===== config.mk =====
export PLATFORM = sky130hd
export DESIGN_NAME = argmax_stream
export DESIGN_NICKNAME = d
export VERILOG_FILES = /design/src/rtl/argmax_stream.sv
export SDC_FILE = /design/constraint.sdc
export NUM_CORES = 1
export LEC_CHECK = 0
export BUFFER_PORTS_ARGS = -buffer_cell sky130_fd_sc_hd__clkbuf_2
export CAP_MARGIN = 40
export CORE_MARGIN = 8
export CORE_UTILIZATION = 38
export CTS_CLUSTER_DIAMETER = 150
export DETAILED_ROUTE_END_ITERATION = 8
export GPL_TIMING_DRIVEN = 1
export HOLD_SLACK_MARGIN = 0.12
export SETUP_SLACK_MARGIN = 0.3
export SLEW_MARGIN = 30
export SYNTH_ARGS = -nofsm -noshare
export SYNTH_HDL_FRONTEND = slang
export SYNTH_SLANG_ARGS = --single-unit

===== constraint.sdc =====
create_clock -name clk -period 3.4 [get_ports clk]
set_input_delay 0.34 -clock clk [delete_from_list [all_inputs] [get_ports clk]]
set_output_delay 0.34 -clock clk [all_outputs]
set_load 0.02 [all_outputs]

===== src/rtl/argmax_stream.sv =====
// argmax_stream: terminal classification stage. Consumes M signed T-bit values per vector
// over a valid/ready handshake and emits a single beat holding the maximum value and the
// zero-based position of its first occurrence.
module argmax_stream #(
  parameter int M = 10,
  parameter int T = 16
) (
  input  logic                 clk,
  input  logic                 reset,
  input  logic                 input_valid,
  output logic                 input_ready,
  input  logic [T-1:0]         input_data,
  output logic                 output_valid,
  input  logic                 output_ready,
  output logic [T-1:0]         output_data,
  output logic [$clog2(M)-1:0] output_index
);

  localparam int LOGM = $clog2(M);
  localparam logic [LOGM-1:0] LAST_IDX = LOGM'(M - 1);

  typedef enum logic {
    S_IN  = 1'b0,
    S_OUT = 1'b1
  } state_t;

  state_t                 state_reg;
  logic [LOGM-1:0]        cnt_reg;
  logic signed [T-1:0]    best_val_reg;
  logic [LOGM-1:0]        best_idx_reg;

  // Handshake flags follow the state; reset forces both low in the same cycle so no
  // transfer can be advertised while the block is being cleared.
  assign input_ready  = (state_reg == S_IN)  && !reset;
  assign output_valid = (state_reg == S_OUT) && !reset;

  // Result is presented straight from the running-best registers.
  assign output_data  = best_val_reg;
  assign output_index = best_idx_reg;

  // Collect one vector, tracking the running maximum, then hold the result until taken.
  always_ff @(posedge clk) begin
    if (reset) begin
      state_reg    <= S_IN;
      cnt_reg      <= '0;
      best_val_reg <= '0;
      best_idx_reg <= '0;
    end else begin
      case (state_reg)
        S_IN: begin
          if (input_valid) begin
            // First element seeds the best unconditionally; later ones must be strictly
            // greater, so ties keep the earliest position.
            if (cnt_reg == '0) begin
              best_val_reg <= $signed(input_data);
              best_idx_reg <= '0;
            end else if ($signed(input_data) > best_val_reg) begin
              best_val_reg <= $signed(input_data);
              best_idx_reg <= cnt_reg;
            end
            if (cnt_reg == LAST_IDX) begin
              cnt_reg   <= '0;
              state_reg <= S_OUT;
            end else begin
              cnt_reg <= cnt_reg + 1'b1;
            end
          end
        end
        S_OUT: begin
          // Upstream is stalled here; only the downstream acceptance moves us on.
          if (output_ready) begin
            state_reg <= S_IN;
            cnt_reg   <= '0;
          end
        end
        default: begin
          state_reg <= S_IN;
          cnt_reg   <= '0;
        end
      endcase
    end
  end

endmodule

Word level (Yosys, flattened, before mapping)
Index checks and enable logic that the tools add are counted. W data, S select, Z words.

Logic and storage cells: 29. Input port bits: 20. Output and inout bits: 22. Flip-flop bits (word level): 25.

Magnitude comparators: 1. Reductions and logical operators: 7. Bitwise operators: 1. Eq/ne operators: 3. Mux-type cells: 12. Add/sub/neg operators: 1.

Operator list (number): $mux W16 (2); $mux W4 (5); $gt A16 B16 Y1 (1); $pmux W4 S2 (1); $add A4 B1 Y4 const B (1); $eq A4 B4 Y1 const B (1); $logic_not A4 Y1 (1); $ne A2 B2 Y1 const B (2); $mux W1 (3); $reduce_and A3 Y1 (1); $logic_and A1 B1 Y1 (2); $pmux W1 S2 (1); $reduce_and A2 Y1 (1); $reduce_bool A2 Y1 (1); $logic_not A1 Y1 (1); $not A1 Y1 (1).

Logic depth before layout (Yosys ltp)
Depth in word-level cells: 4. Gate-level depth with buffers: 10. Mapped depth without buffers: 8.

Least setup slack after synthesis
Ideal clock, no wire load.

Path type: register -> register. Start: register best_val_reg[15], in the netlist output_data[15]. End: register best_val_reg[0], in the netlist output_data[0]. Arrival: 2096 ps. Setup time: 84 ps. Path slack: 1220 ps. Period minus slack after synthesis: 2180 ps. Cell stages (with the launch flop): 9. Buffers on the path: 0. Data required time: 3316 ps. Path through: dfxtp_1 > inv_1 > ha_1 > nand4_1 > o211ai_1 > a211oi_1 > a211oi_2 > or4b_2 > o31ai_2.

Longest elaborated chain between the ends: 3.

RTL lines: start: declaration (line 29) `logic signed [T-1:0] best_val_reg;`; start signal: assignment (line 55) `best_val_reg <= $signed(input_data);`; start signal: assignment (line 58) `best_val_reg <= $signed(input_data);`; $gt A16 B16 Y1 (line 57) `end else if ($signed(input_data) > best_val_reg) begin`; $reduce_bool A2 Y1 (no source line); $reduce_and A3 Y1 (no source line).

No other way between the ends. A chain may end at the register's enable or synchronous reset.

Worst setup path after layout
Start: register best_val_reg[7], in the netlist output_data[7]. End: register best_val_reg[7], in the netlist output_data[7].

The elaborated chain is that of the path after synthesis.

==> summary.txt <==
Finish
  – Area grow syn2layout: 19.2%
  – Share of post-route cells with drive strength above 1: between 20% and 30%
  – Nets: between 200 and 300
  – Ant diodes: 0
  – Flip-flop count of the largest register after layout: 16

Pwr
  – Power density cells: 389 mW/mm2
  – Pleak: 0.764 nW
  – Worst VDD drop: between 0.00015 and 0.0002 V

Logic synthesis
  – Top post-synthesis cells by count: a21oi_1, dfxtp_1, inv_1
  – Most common cell in the netlist: a21oi_1
  – Number of synthesis warnings: 0
  – Yosys reg bits: 25
  – Mapped Nets: about 230
  – Count of unique library cells instantiated by Yosys: 31
  – Prevailing post-synth register cell: dfxtp_1
  – Post-Synthesis Mean Instance Area: roughly 8 um2
  – Synthesized area: between 0.001 and 0.0015 mm2
  – Post-synth EDFFs: 0
  – Post-synth ARST share: 0%
  – Area share of the leading cell type in the synthesized netlist: between 30% and 40%
  – Synth top area cells: dfxtp_1, ha_1, a21oi_1
  – Cell type with the highest aggregate area in the netlist: dfxtp_1
  – Synthesized instance count: approximately 190
  – Share of the yosys chip area belonging to registers: around a third

Global routing
  – Met1 Track Usage GR: 13.7%
  – Initial antenna violation count: 0
  – Wire length of the first global-routing pass: slightly above 6000 um
  – Global route total overflow: 0
  – Routing usage on met2: between 20% and 30%
  – Number of global-route vias before repair: roughly 1400
  – Largest net degree at the start of global routing: 33
  – GRT Resource Usage Total: a little under an eighth
  – Most crowded layer after global routing: met2
  – Met3 capacity usage during global routing: ~2.6%

Clock network
  – Number of buffers inserted by post-CTS setup repair: 0
  – Clock-pin slew reported for the worst setup and hold paths after clock tree synthesis: roughly 0.090 ns
  – Clock insertion delay at the later pin of the skew report: ~0.27 ns
  – Number of buffers inserted during clock tree synthesis: 3
  – CTS tree: built
  – Buffer levels on the longest clock path: 2
  – Total of hold buffers inserted after clock tree synthesis: 0
  – Post-CTS Resized: 0
  – H-tree levels: 1
  – Clk sink count: 25
  – Clock tree root buffer cell: clkbuf_8

Floorplan
  – Effective utilization at floorplan: just under 40%
  – Die Outline Area: 0.00620 mm2
  – Total I/O pin count: 42
  – Core Region: about 0.004 mm2
  – Die boundary width: slightly below 80 um
  – Die outline height: just under 80 um
  – Placement Rows: 23

Worst setup path
  – Crit path from: output_data[7]
  – Endpoint type of the worst setup path: flip-flop
  – Startpoint type of the worst setup path: flip-flop
  – Data required time of the critical path: 3.60 ns
  – Worst-path maximum fanout: 26
  – Crit Path Class: flip-flop to flip-flop
  – Reg2Reg Launch Point: output_data[7]
  – Data arrival time of the worst path: 2.87 ns

Routing
  – Wirelength, routed: roughly 3600 um
  – Number of violations reported at the end of detailed-routing iteration 0: 45
  – DRC violations left: 0
  – Number of vias after detailed routing: between 1000 and 1500
  – Number of detailed-route iterations in the first pass: 4
  – Remaining antenna violation count after routing: 0
  – Vias per cell: roughly 5.1
  – Average wire per cell in the routed design: between 10 and 15 um

Timing
  – Hold Violations, Final: 0
  – Final setup violation count: 0
  – Pin slew with the least headroom to its limit: around 0.79 ns
  – Post-route minimum period: between 2 and 3 ns
  – Sum of negative setup slack: 0 ns
  – Final setup skew: 0.00428 ns
  – Max-slew headroom at the worst pin: between 40% and 50%
  – FMAX: 375 MHz
  – Portion of the clock cycle consumed by the worst path in the final layout: between 70% and 80%
  – Unrepaired setup endpoints after global routing: no
  – Final count of pins violating max slew: 0
  – Final Worst Setup Slack: 0.731 ns

Flow run
  – Total of max-cap violations: 0

Placed design
  – Setup slack at placement: between 0.6 and 0.7 ns
  – Placer's final routability congestion estimate: around 0.80
  – Half-perimeter wire length after placement: around 2700 um
  – Quantity of I/O buffers inserted on ports: slightly above 40

Status
  – Outcome: complete, no violations

Worst hold path
  – Worst hold path class: input pin to flip-flop
  – Worst min-delay path startpoint: input_data[12]
-- where the power goes --
group / leakage (nW) / internal [W] / switching, W / total [W]
clock network: 0.0255 / 0.0000821 / 0.000103 / 0.000185
registers: 0.205 / 0.000311 / 0.0000119 / 0.000323
logic: 0.533 / 0.0000710 / 0.000115 / 0.000186
-- area by class of cell --
type,instances,area (um2)
clock buffer,3,41.3
clock inverter,1,5.00
fill,421,2100
inverter,21,78.8
multi-input combinational,131,875
sequential,25,500
tap,50,62.6
timing repair buffer,43,220
-- cell usage in the layout, fill, tap and decap left out, drive strengths merged, types with 2 or more instances in the layout --
cell / count
a211oi: 3
ha: 19
o21ai: 18
nand2: 7
dfxtp: 25
inv: 21
nor2: 11
nand4: 4
nor3: 2
nand3: 3
clkbuf: 44
a21oi: 28
or3: 15
nand3b: 5
nor2b: 4
buf: 2
-- cell families (layout without fill, tap and decap cells) --
logic type,after synthesis,after routing,synth area share [%]
adders and majority gates,19,19,15.9
DFF,25,25,33.5
buffers and inverters,31,68,8.54
and+or+nand+nor,55,55,20.3
AOI/OAI and AO/OA,57,57,21.8
-- stage by stage --
step / instance area (um2) / cells / hold WS, ns / utilization, % / total power [W]
after floorplan: 1500 / 187 / 0.465 / - / 0.000460
after global placement: 1740 / 270 / 0.486 / 44.7 / 0.000515
after detailed placement: 1740 / 270 / 0.480 / 44.7 / 0.000517
after CTS: 1780 / 274 / 0.314 / 45.9 / 0.000703
after global routing: 1780 / 274 / 0.327 / 45.9 / 0.000739
final: 1780 / 274 / 0.325 / 45.9 / 0.000694
-- critical path: stages, from the launching register on --
cell	delay, ns
dfxtp_1	0.35
inv_1	0.06
ha_1	0.31
nand4_1	0.16
a211oi_1	0.22
o2111ai_1	0.18
a211oi_4	0.74
buf_4	0.31
o21ai_0	0.09
a21oi_1	0.17
-- layer usage --
metal	wire [um]	up-vias
met2	1750	19
met5	0	-
met4	27	0
met3	163	2
li1	-	729
met1	1620	638
-- worst paths after layout --
kind                           to  slack (ns)  cells after the start
setup reg to reg   output_data[7]        0.73                      9
hold reg to reg   output_index[3]        0.50                      2
setup / recovery   output_data[7]        0.73                      9
hold / removal    output_data[12]        0.33                      3
No activity file was read; power rests on OpenSTA's default activity.
